**src/rtl/adder_serial_cla_if.sv**
```systemverilog
// adder_serial_cla_if
//   Handshake bundle for the nibble-serial carry-lookahead adder.
//   Optional feature macro: ADDER_SERIAL_OVF_EN adds the ovf signal.
//   Signals:
//     in_valid/in_ready  : operand handshake (a, b, sub, c_in)
//     out_valid/out_ready: result handshake (sum, c_out, ovf)
//   Modports:
//     master : producer/consumer side (drives operands, out_ready)
//     slave  : the adder itself
interface adder_serial_cla_if #(
  parameter int WIDTH = 16
);
  logic             in_valid;
  logic             in_ready;
  logic [WIDTH-1:0] a;
  logic [WIDTH-1:0] b;
  logic             sub;
  logic             c_in;
  logic             out_valid;
  logic             out_ready;
  logic [WIDTH-1:0] sum;
  logic             c_out;
`ifdef ADDER_SERIAL_OVF_EN
  logic             ovf;

  modport master (
    output in_valid, a, b, sub, c_in, out_ready,
    input  in_ready, out_valid, sum, c_out, ovf
  );

  modport slave (
    input  in_valid, a, b, sub, c_in, out_ready,
    output in_ready, out_valid, sum, c_out, ovf
  );
`else
  modport master (
    output in_valid, a, b, sub, c_in, out_ready,
    input  in_ready, out_valid, sum, c_out
  );

  modport slave (
    input  in_valid, a, b, sub, c_in, out_ready,
    output in_ready, out_valid, sum, c_out
  );
`endif
endinterface

```
**src/rtl/adder_serial_cla.sv**
```systemverilog
// adder_serial_cla
//   Multi-cycle adder/subtractor that consumes one 4-bit digit of each
//   operand per clock, least significant digit first. Each digit uses a
//   full 4-bit carry-lookahead; the digit carry-out is registered and
//   feeds the next digit.
//   Optional feature macro: ADDER_SERIAL_OVF_EN (signed overflow output).
//   Ports:
//     clk   : clock, rising edge
//     reset : synchronous, active-high
//     bus   : adder_serial_cla_if.slave (operand and result handshakes)
//
//   state | meaning
//   ------+------------------------------------------------------------
//   IDLE  | in_ready=1, waiting for operands
//   RUN   | one digit per clock, digit index 0..N-1
//   DONE  | out_valid=1, result held until out_ready
module adder_serial_cla #(
  parameter int WIDTH = 16
) (
  input  logic                clk,
  input  logic                reset,
  adder_serial_cla_if.slave   bus
);
  localparam int N     = WIDTH / 4;
  localparam int IDX_W = (N > 1) ? $clog2(N) : 1;
  localparam logic [IDX_W-1:0] LAST_IDX = IDX_W'(N - 1);

  typedef enum logic [1:0] {IDLE, RUN, DONE} state_t;

  state_t           state;
  logic [WIDTH-1:0] a_q;
  logic [WIDTH-1:0] b_q;
  logic             cr;
  logic [IDX_W-1:0] idx;
  logic [WIDTH-1:0] sum_q;
  logic             c_out_q;
  logic             in_ready_q;
  logic             out_valid_q;
`ifdef ADDER_SERIAL_OVF_EN
  logic             ovf_q;
`endif

  logic [3:0] a_d, b_d, g, p, dig;
  logic       c0, c1, c2, c3;

  assign a_d = a_q[{idx, 2'b00} +: 4];
  assign b_d = b_q[{idx, 2'b00} +: 4];
  assign g   = a_d & b_d;
  assign p   = a_d ^ b_d;

  // Flat lookahead: every carry depends only on g/p and the carry register.
  assign c0 = g[0] | (p[0] & cr);
  assign c1 = g[1] | (p[1] & g[0]) | (p[1] & p[0] & cr);
  assign c2 = g[2] | (p[2] & g[1]) | (p[2] & p[1] & g[0])
                   | (p[2] & p[1] & p[0] & cr);
  assign c3 = g[3] | (p[3] & g[2]) | (p[3] & p[2] & g[1])
                   | (p[3] & p[2] & p[1] & g[0])
                   | (p[3] & p[2] & p[1] & p[0] & cr);
  assign dig = p ^ {c2, c1, c0, cr};

  always_ff @(posedge clk) begin
    if (reset) begin
      state       <= IDLE;
      a_q         <= '0;
      b_q         <= '0;
      cr          <= 1'b0;
      idx         <= '0;
      sum_q       <= '0;
      c_out_q     <= 1'b0;
      in_ready_q  <= 1'b1;
      out_valid_q <= 1'b0;
`ifdef ADDER_SERIAL_OVF_EN
      ovf_q       <= 1'b0;
`endif
    end else begin
      case (state)
        IDLE: begin
          if (bus.in_valid) begin
            a_q        <= bus.a;
            // Subtract as A + ~B + 1; c_in has no meaning for subtract.
            b_q        <= bus.sub ? ~bus.b : bus.b;
            cr         <= bus.sub ? 1'b1 : bus.c_in;
            idx        <= '0;
            in_ready_q <= 1'b0;
            state      <= RUN;
          end
        end
        RUN: begin
          sum_q[{idx, 2'b00} +: 4] <= dig;
          cr <= c3;
          if (idx == LAST_IDX) begin
            c_out_q     <= c3;
`ifdef ADDER_SERIAL_OVF_EN
            ovf_q       <= c2 ^ c3;
`endif
            out_valid_q <= 1'b1;
            state       <= DONE;
          end else begin
            idx <= idx + 1'b1;
          end
        end
        DONE: begin
          if (bus.out_ready) begin
            out_valid_q <= 1'b0;
            in_ready_q  <= 1'b1;
            state       <= IDLE;
          end
        end
        default: begin
          out_valid_q <= 1'b0;
          in_ready_q  <= 1'b1;
          state       <= IDLE;
        end
      endcase
    end
  end

  assign bus.in_ready  = in_ready_q;
  assign bus.out_valid = out_valid_q;
  assign bus.sum       = sum_q;
  assign bus.c_out     = c_out_q;
`ifdef ADDER_SERIAL_OVF_EN
  assign bus.ovf       = ovf_q;
`endif
endmodule

```
**src/flat_wrapper.sv**
```systemverilog
// flat-port wrapper written by rule: the top's interface ports become plain ports
module adder_serial_cla_flat 
#(
  parameter int WIDTH = 16
)
  (clk, reset, bus_in_valid, bus_a, bus_b, bus_sub, bus_c_in, bus_out_ready, bus_in_ready, bus_out_valid, bus_sum, bus_c_out);
  adder_serial_cla_if #(.WIDTH(WIDTH)) bus_i ();
  input  logic clk;
  input  logic reset;
  input wire logic [$bits(bus_i.in_valid)-1:0] bus_in_valid;
  input wire logic [$bits(bus_i.a)-1:0] bus_a;
  input wire logic [$bits(bus_i.b)-1:0] bus_b;
  input wire logic [$bits(bus_i.sub)-1:0] bus_sub;
  input wire logic [$bits(bus_i.c_in)-1:0] bus_c_in;
  input wire logic [$bits(bus_i.out_ready)-1:0] bus_out_ready;
  output wire logic [$bits(bus_i.in_ready)-1:0] bus_in_ready;
  output wire logic [$bits(bus_i.out_valid)-1:0] bus_out_valid;
  output wire logic [$bits(bus_i.sum)-1:0] bus_sum;
  output wire logic [$bits(bus_i.c_out)-1:0] bus_c_out;
  assign bus_i.in_valid = bus_in_valid;
  assign bus_i.a = bus_a;
  assign bus_i.b = bus_b;
  assign bus_i.sub = bus_sub;
  assign bus_i.c_in = bus_c_in;
  assign bus_i.out_ready = bus_out_ready;
  assign bus_in_ready = bus_i.in_ready;
  assign bus_out_valid = bus_i.out_valid;
  assign bus_sum = bus_i.sum;
  assign bus_c_out = bus_i.c_out;
  adder_serial_cla #(.WIDTH(WIDTH)) u_core (.clk(clk), .reset(reset), .bus(bus_i));
endmodule
```
**config.mk**
```make
export PLATFORM = sky130hd
export DESIGN_NAME = adder_serial_cla_flat
export DESIGN_NICKNAME = d
export VERILOG_FILES = /design/src/rtl/adder_serial_cla_if.sv /design/src/rtl/adder_serial_cla.sv /design/src/flat_wrapper.sv
export SDC_FILE = /design/constraint.sdc
export NUM_CORES = 1
export LEC_CHECK = 0
export ABC_AREA = 0
export CORE_ASPECT_RATIO = 1.5
export CORE_UTILIZATION = 54
export CTS_CLUSTER_SIZE = 28
export DETAILED_ROUTE_END_ITERATION = 7
export PLACE_DENSITY_LB_ADDON = 0.1
export SKIP_LAST_GASP = 1
export SYNTH_ARGS = -nofsm -noshare
export SYNTH_HDL_FRONTEND = slang
export SYNTH_SLANG_ARGS = --single-unit
```
**constraint.sdc**
```tcl
create_clock -name clk -period 7.1 [get_ports clk]
set_clock_uncertainty 0.15 [all_clocks]
set_input_delay 1.065 -clock clk [delete_from_list [all_inputs] [get_ports clk]]
set_output_delay 1.065 -clock clk [all_outputs]
set_load 0.01 [all_outputs]
```
## Word level (Yosys, flattened, before mapping)

Index checks and enable logic that the tools add are counted.

- Input bits: 38
- Output and inout port bits: 19
- Flip-flop bits (word level): 56
- Word-level logic and storage cells: 81

- Shift-type cells: 4
- Mux-type cells: 18
- Bitwise operators: 32
- Eq/ne operators: 7
- Add/sub/neg operators: 2
- Reduce and logical (&&, ||, !) cells: 9

Operator list:

| operator | count |
|---|---|
| 16-bit by 5-bit indexed part select with 4-bit output | 2 |
| 1-bit AND | 16 |
| 16-bit bitwise mux | 1 |
| 16-bit two-way mux | 1 |
| 16-bit NOT | 1 |
| 4-bit by 6-bit variable shift with 16-bit output, first input constant | 1 |
| 4-bit by 6-bit indexed part select with 16-bit output | 1 |
| 3-bit AND reduction | 4 |
| 2-bit two-way mux | 5 |
| 1-bit OR | 10 |
| 4-bit bitwise XOR | 2 |
| 1-bit two-way mux | 6 |
| 2-bit != test, second input constant | 3 |
| 4-bit negation with 6-bit output | 1 |
| 1-bit case mux with 3 select lines | 2 |
| 2-bit case mux with 3 select lines | 1 |
| 2-bit AND reduction | 3 |
| 4-bit AND | 1 |
| 2-bit equality test, second input constant | 2 |
| 2-bit case mux with 2 select lines | 1 |
| 2-bit by 1-bit adder with 2-bit output, second input constant | 1 |
| 2-bit by 1-bit equality test with 1-bit output, second input constant | 1 |
| 2-bit logical NOT | 1 |
| 2-bit by 1-bit != test with 1-bit output, second input constant | 1 |
| other kinds (3) | 4 |

## Logic depth before layout (Yosys ltp)

- Word-level depth: 9
- Depth in mapped cells: 7
- Depth with buffers taken out: 6

## Worst setup path before layout

Ideal clock, no wire load.

- Path type: register -> register
- Start point: register u_core.idx[0]
- End point: register u_core.sum_q[10] (netlist: u_core.bus.sum[10])
- Setup slack: 4.480 ns
- Stages on the path, launching flop included: 8
- Period minus slack after synthesis: 2.620 ns
- Library setup time: 0.128 ns
- Data required time: 6.822 ns
- Arrival: 2.343 ns
- Buffers on the path: 1
- Cell sequence: dfxtp_1 -> buf_2 -> mux4_2 -> ha_1 -> a211o_1 -> a21o_1 -> a32oi_1 -> nor2_1

- Longest elaborated chain between the ends: 9
- Elaborated cells between the ends (all ways): 24
- Classes of those cells: 1 x add/sub; 4 x shift; 1 x mux; 18 x bitwise

RTL lines:

| item | RTL line | RTL |
|---|---|---|
| start, declared | adder_serial_cla.sv:34 | `logic [IDX_W-1:0] idx;` |
| start signal, assigned | adder_serial_cla.sv:99 | `idx <= idx + 1'b1;` |
| 16-bit by 5-bit indexed part select with 4-bit output, on equally long branches | adder_serial_cla.sv:46, adder_serial_cla.sv:47 |  |
| 4-bit bitwise XOR or 4-bit AND (tied branches) | adder_serial_cla.sv:49, adder_serial_cla.sv:48 |  |
| 1-bit AND, on equally long branches | adder_serial_cla.sv:54, adder_serial_cla.sv:55 |  |
| 1-bit OR (tied with other cells) | adder_serial_cla.sv:54 | `assign c2 = g[2] \| (p[2] & g[1]) \| (p[2] & p[1] & g[0])` |
| 1-bit OR or 1-bit AND (tied branches) | adder_serial_cla.sv:54, adder_serial_cla.sv:55 |  |
| 1-bit OR | adder_serial_cla.sv:55 | `\| (p[2] & p[1] & p[0] & cr);` |
| 4-bit bitwise XOR | adder_serial_cla.sv:59 | `assign dig = p ^ {c2, c1, c0, cr};` |
| 4-bit by 6-bit indexed part select with 16-bit output | adder_serial_cla.sv:89 | `sum_q[{idx, 2'b00} +: 4] <= dig;` |
| 16-bit bitwise mux * | adder_serial_cla.sv:89 |  |
| end signal, assigned by index | adder_serial_cla.sv:89 |  |
| end, declared | adder_serial_cla.sv:35 | `logic [WIDTH-1:0] sum_q;` |

Mark *: on every way between the ends. The rest lies on a longest branch, timed or not.
A chain may end at the register's enable or synchronous reset.

## Final worst setup path

- Start point: register u_core.idx[0]
- End point: register u_core.sum_q[15] (netlist: u_core.bus.sum[15])

Same word-level chain as after synthesis.

==> impl_metrics.tcl <==
set metrics [dict create \
    peakVddDrop_mv 0.146 \
    postCtsSetupBuffers 0 \
    r2r_slack_ps 4130 \
    wl_per_cell_um 13.4 \
    syn_area_um2 2650 \
    gr-usage-all-layers_pct 22.6 \
    detail_route.first_pass.iterations 4 \
    cap_violations 0 \
    start_util_pct 57.4 \
    cp_max_fo 17 \
    hold_viol_final 0 \
    setup_tns_ps 0 \
    setup_viol 0 \
    cts_tree "built" \
    final_layout_size_suffix_gt1_share_pct 7.41 \
    nNetsFinal 373 \
    grt_overflow 0 \
    yosys.area_share.xor_xnor_pct 5.95 \
    numCtsBuffers 5 \
    fin_ws_ps 4130 \
    syn_nets 329 \
    antenna_found_initial 0 \
    wl_um 5200 \
    dieArea_um2 5200 \
    cts_sinks 56 \
    worstPathRequired_ps 7100 \
    synthMuxAreaShare_pct 6.80 \
    clk_pin_slew_worst_paths_ps 90 \
    clk-insertion-delay-late_ps 310 \
    h-tree-depth 2 \
    syn2layout_area_growth_pct 24.4 \
    gp_congestion 0.896 \
    holdWs_ps 308 \
    outcome "finished, final reports clean" \
    path_class "reg -> reg" \
    cts-root-buf "clkbuf_8" \
    synth_seq_area_share_pct 42.3 \
    drt_iter0_markers 115 \
    power_uw 652 \
    synthAdderAreaFrac_pct 5.47 \
    synth-seq-cells 56 \
    row_count 30 \
    netlist_instances 280 \
    yosysWarningCount 0 \
    grt_pass1_vias 1982 \
    rsz0062_at_grt "no" \
    antenna_cells 0 \
    final_antenna_net_count 0 \
    fin_crit_sh_pct 41.9 \
    io_pins 57 \
    die_w_um 59.2 \
    slew-limit-headroom_pct 32.3 \
    min_period_ps 2970 \
    p_per_area_nw_per_um2 198 \
    dp_hpwl_um 3790 \
    synth-simple-area-share_pct 18.6 \
    slew_violations 0 \
    holdBufCountCts 0 \
    vias 2100 \
    synth-compound-area-share_pct 16.6 \
    critPathArrivalTime_ps 2970 \
    hold_path.class "reg -> reg" \
    crit_path_end_kind "flip-flop" \
    synth_top_family_by_area "simple AND/OR/NAND/NOR gates" \
    core_area_um2 4620 \
    die_h_um 87.8 \
    p_leak_uw 0.00120 \
    io_buffers 56 \
    synth.avg_cell_area_um2 9.47 \
    synth.distinct_cells 39 \
    worst_slew_pin_slew_ps 1020 \
    vias_per_cell 5.41 \
    critPathLaunchType "flip-flop" \
    n_fill_cell 387 \
    grt_pass1_wl_um 8890 \
    utilization_pct 71.4 \
    cts_resized 0 \
    drc_errors 0 \
    grt_start_max_net_pins 61 \
    fmax_mhz 336 \
    cts_buffer_depth 2 \
    place_ws_ps 4120 \
]
-- logic make-up after synthesis --
family / count (synthesis)
simple gates: 98
fa+ha+maj: 11
xor+xnor: 18
buf+inv: 24
flops: 56
compound gates: 65
mux: 8
-- Yosys cell counts, drive strengths merged --
cell type | instances | area share (%)
clkbuf | 10 | 1.6
o21bai | 1 | 0.28
nor3b | 2 | 0.76
nand3 | 3 | 0.57
a32oi | 4 | 1.3
o31ai | 4 | 1.3
fa | 1 | 0.76
and4bb | 1 | 0.47
dfxtp | 56 | 42
buf | 10 | 2.2
or2 | 2 | 0.47
a21oi | 23 | 4.3
mux4 | 8 | 6.8
o32ai | 1 | 0.33
xnor2 | 17 | 5.6
a211o | 1 | 0.33
a21o | 1 | 0.28
inv | 4 | 0.57
nand3b | 5 | 1.9
xor2 | 1 | 0.33
nor2 | 36 | 5.1
nor4 | 1 | 0.80
a22oi | 10 | 2.8
nand2 | 39 | 5.5
a211oi | 19 | 5.4
nand2b | 3 | 0.99
o21ai | 1 | 0.19
and2b | 1 | 0.28
nor3 | 2 | 0.38
and3 | 2 | 0.47
ha | 10 | 4.7
nor4b | 1 | 0.90
-- critical path, stage by stage (launching register included) --
cell	delay, ps
dfxtp_1	840
mux4_2	630
ha_1	330
a21oi_1	160
o21ai_0	170
xnor2_1	400
o31ai_1	140
-- area by class of cell --
type | count | area, um2 | area share, %
Tap cell | 64 | 80.1 | 2.43
Clock buffer | 7 | 96.3 | 2.92
Sequential cell | 56 | 1120 | 34.0
Multi-Input combinational cell | 200 | 1420 | 43.1
Inverter | 4 | 15.0 | 0.455
Timing Repair Buffer | 57 | 563 | 17.1
-- sequential cells by signal, indices dropped and copies added (netlist names) --
signal,cells
u_core.a_q,16
u_core.b_q,16
u_core.bus.sum,16
u_core.idx,2
u_core.state,2
u_core.bus.c_out,1
u_core.bus.in_ready,1
u_core.bus.out_valid,1
u_core.cr,1
-- stage by stage --
stage / cells / cell area, um2
after global routing: 388 / 3300
after detailed placement: 381 / 3200
after global placement: 381 / 3200
after floorplan: 280 / 2650
after CTS: 388 / 3300
final: 388 / 3300
-- metal layers --
layer  wire length (um)  GRT usage, %  part of all wire, %
met4                151          10.2                  2.9
met5                  0             0                    0
met3                177          4.14                  3.4
met2               2720          38.1                   52
met1               2160          27.4                   41
-- layout by cell type, fill, tap and decap left out, drive strengths merged --
cell type / netlist / layout
inv: 4 / 4
o21bai: 1 / 1
xor2: 1 / 1
o32ai: 1 / 1
a211o: 1 / 1
o21ai: 1 / 1
nor3b: 2 / 2
nand3: 3 / 3
nand2b: 3 / 3
a22oi: 10 / 10
nor3: 2 / 2
and3: 2 / 2
buf: 10 / 2
clkbuf: 10 / 7
nor4: 1 / 1
a21oi: 23 / 23
ha: 10 / 10
a32oi: 4 / 4
fa: 1 / 1
and4bb: 1 / 1
nor4b: 1 / 1
nor2: 36 / 36
mux4: 8 / 8
dfxtp: 56 / 56
or2: 2 / 2
a211oi: 19 / 19
a21o: 1 / 1
xnor2: 17 / 17
nand3b: 5 / 5
clkdlybuf4s50: 0 / 55
nand2: 39 / 39
and2b: 1 / 1
o31ai: 4 / 4
-- path summary, 6_finish.rpt --
check	cells after the start	from	to
worst max-delay path	6	u_core.idx[0]	u_core.bus.sum[15]
worst min-delay path	2	u_core.a_q[13]	u_core.a_q[13]
worst max register to register	6	u_core.idx[0]	u_core.bus.sum[15]
worst min register to register	2	u_core.a_q[13]	u_core.a_q[13]
-- report_power, final --
part	total [uW]	internal, uW	switching (uW)
clock network	183	87.0	95.6
logic	122	63.0	58.9
registers	348	332	16.2
total	652	482	171
Power figures use the tool's default switching activity.
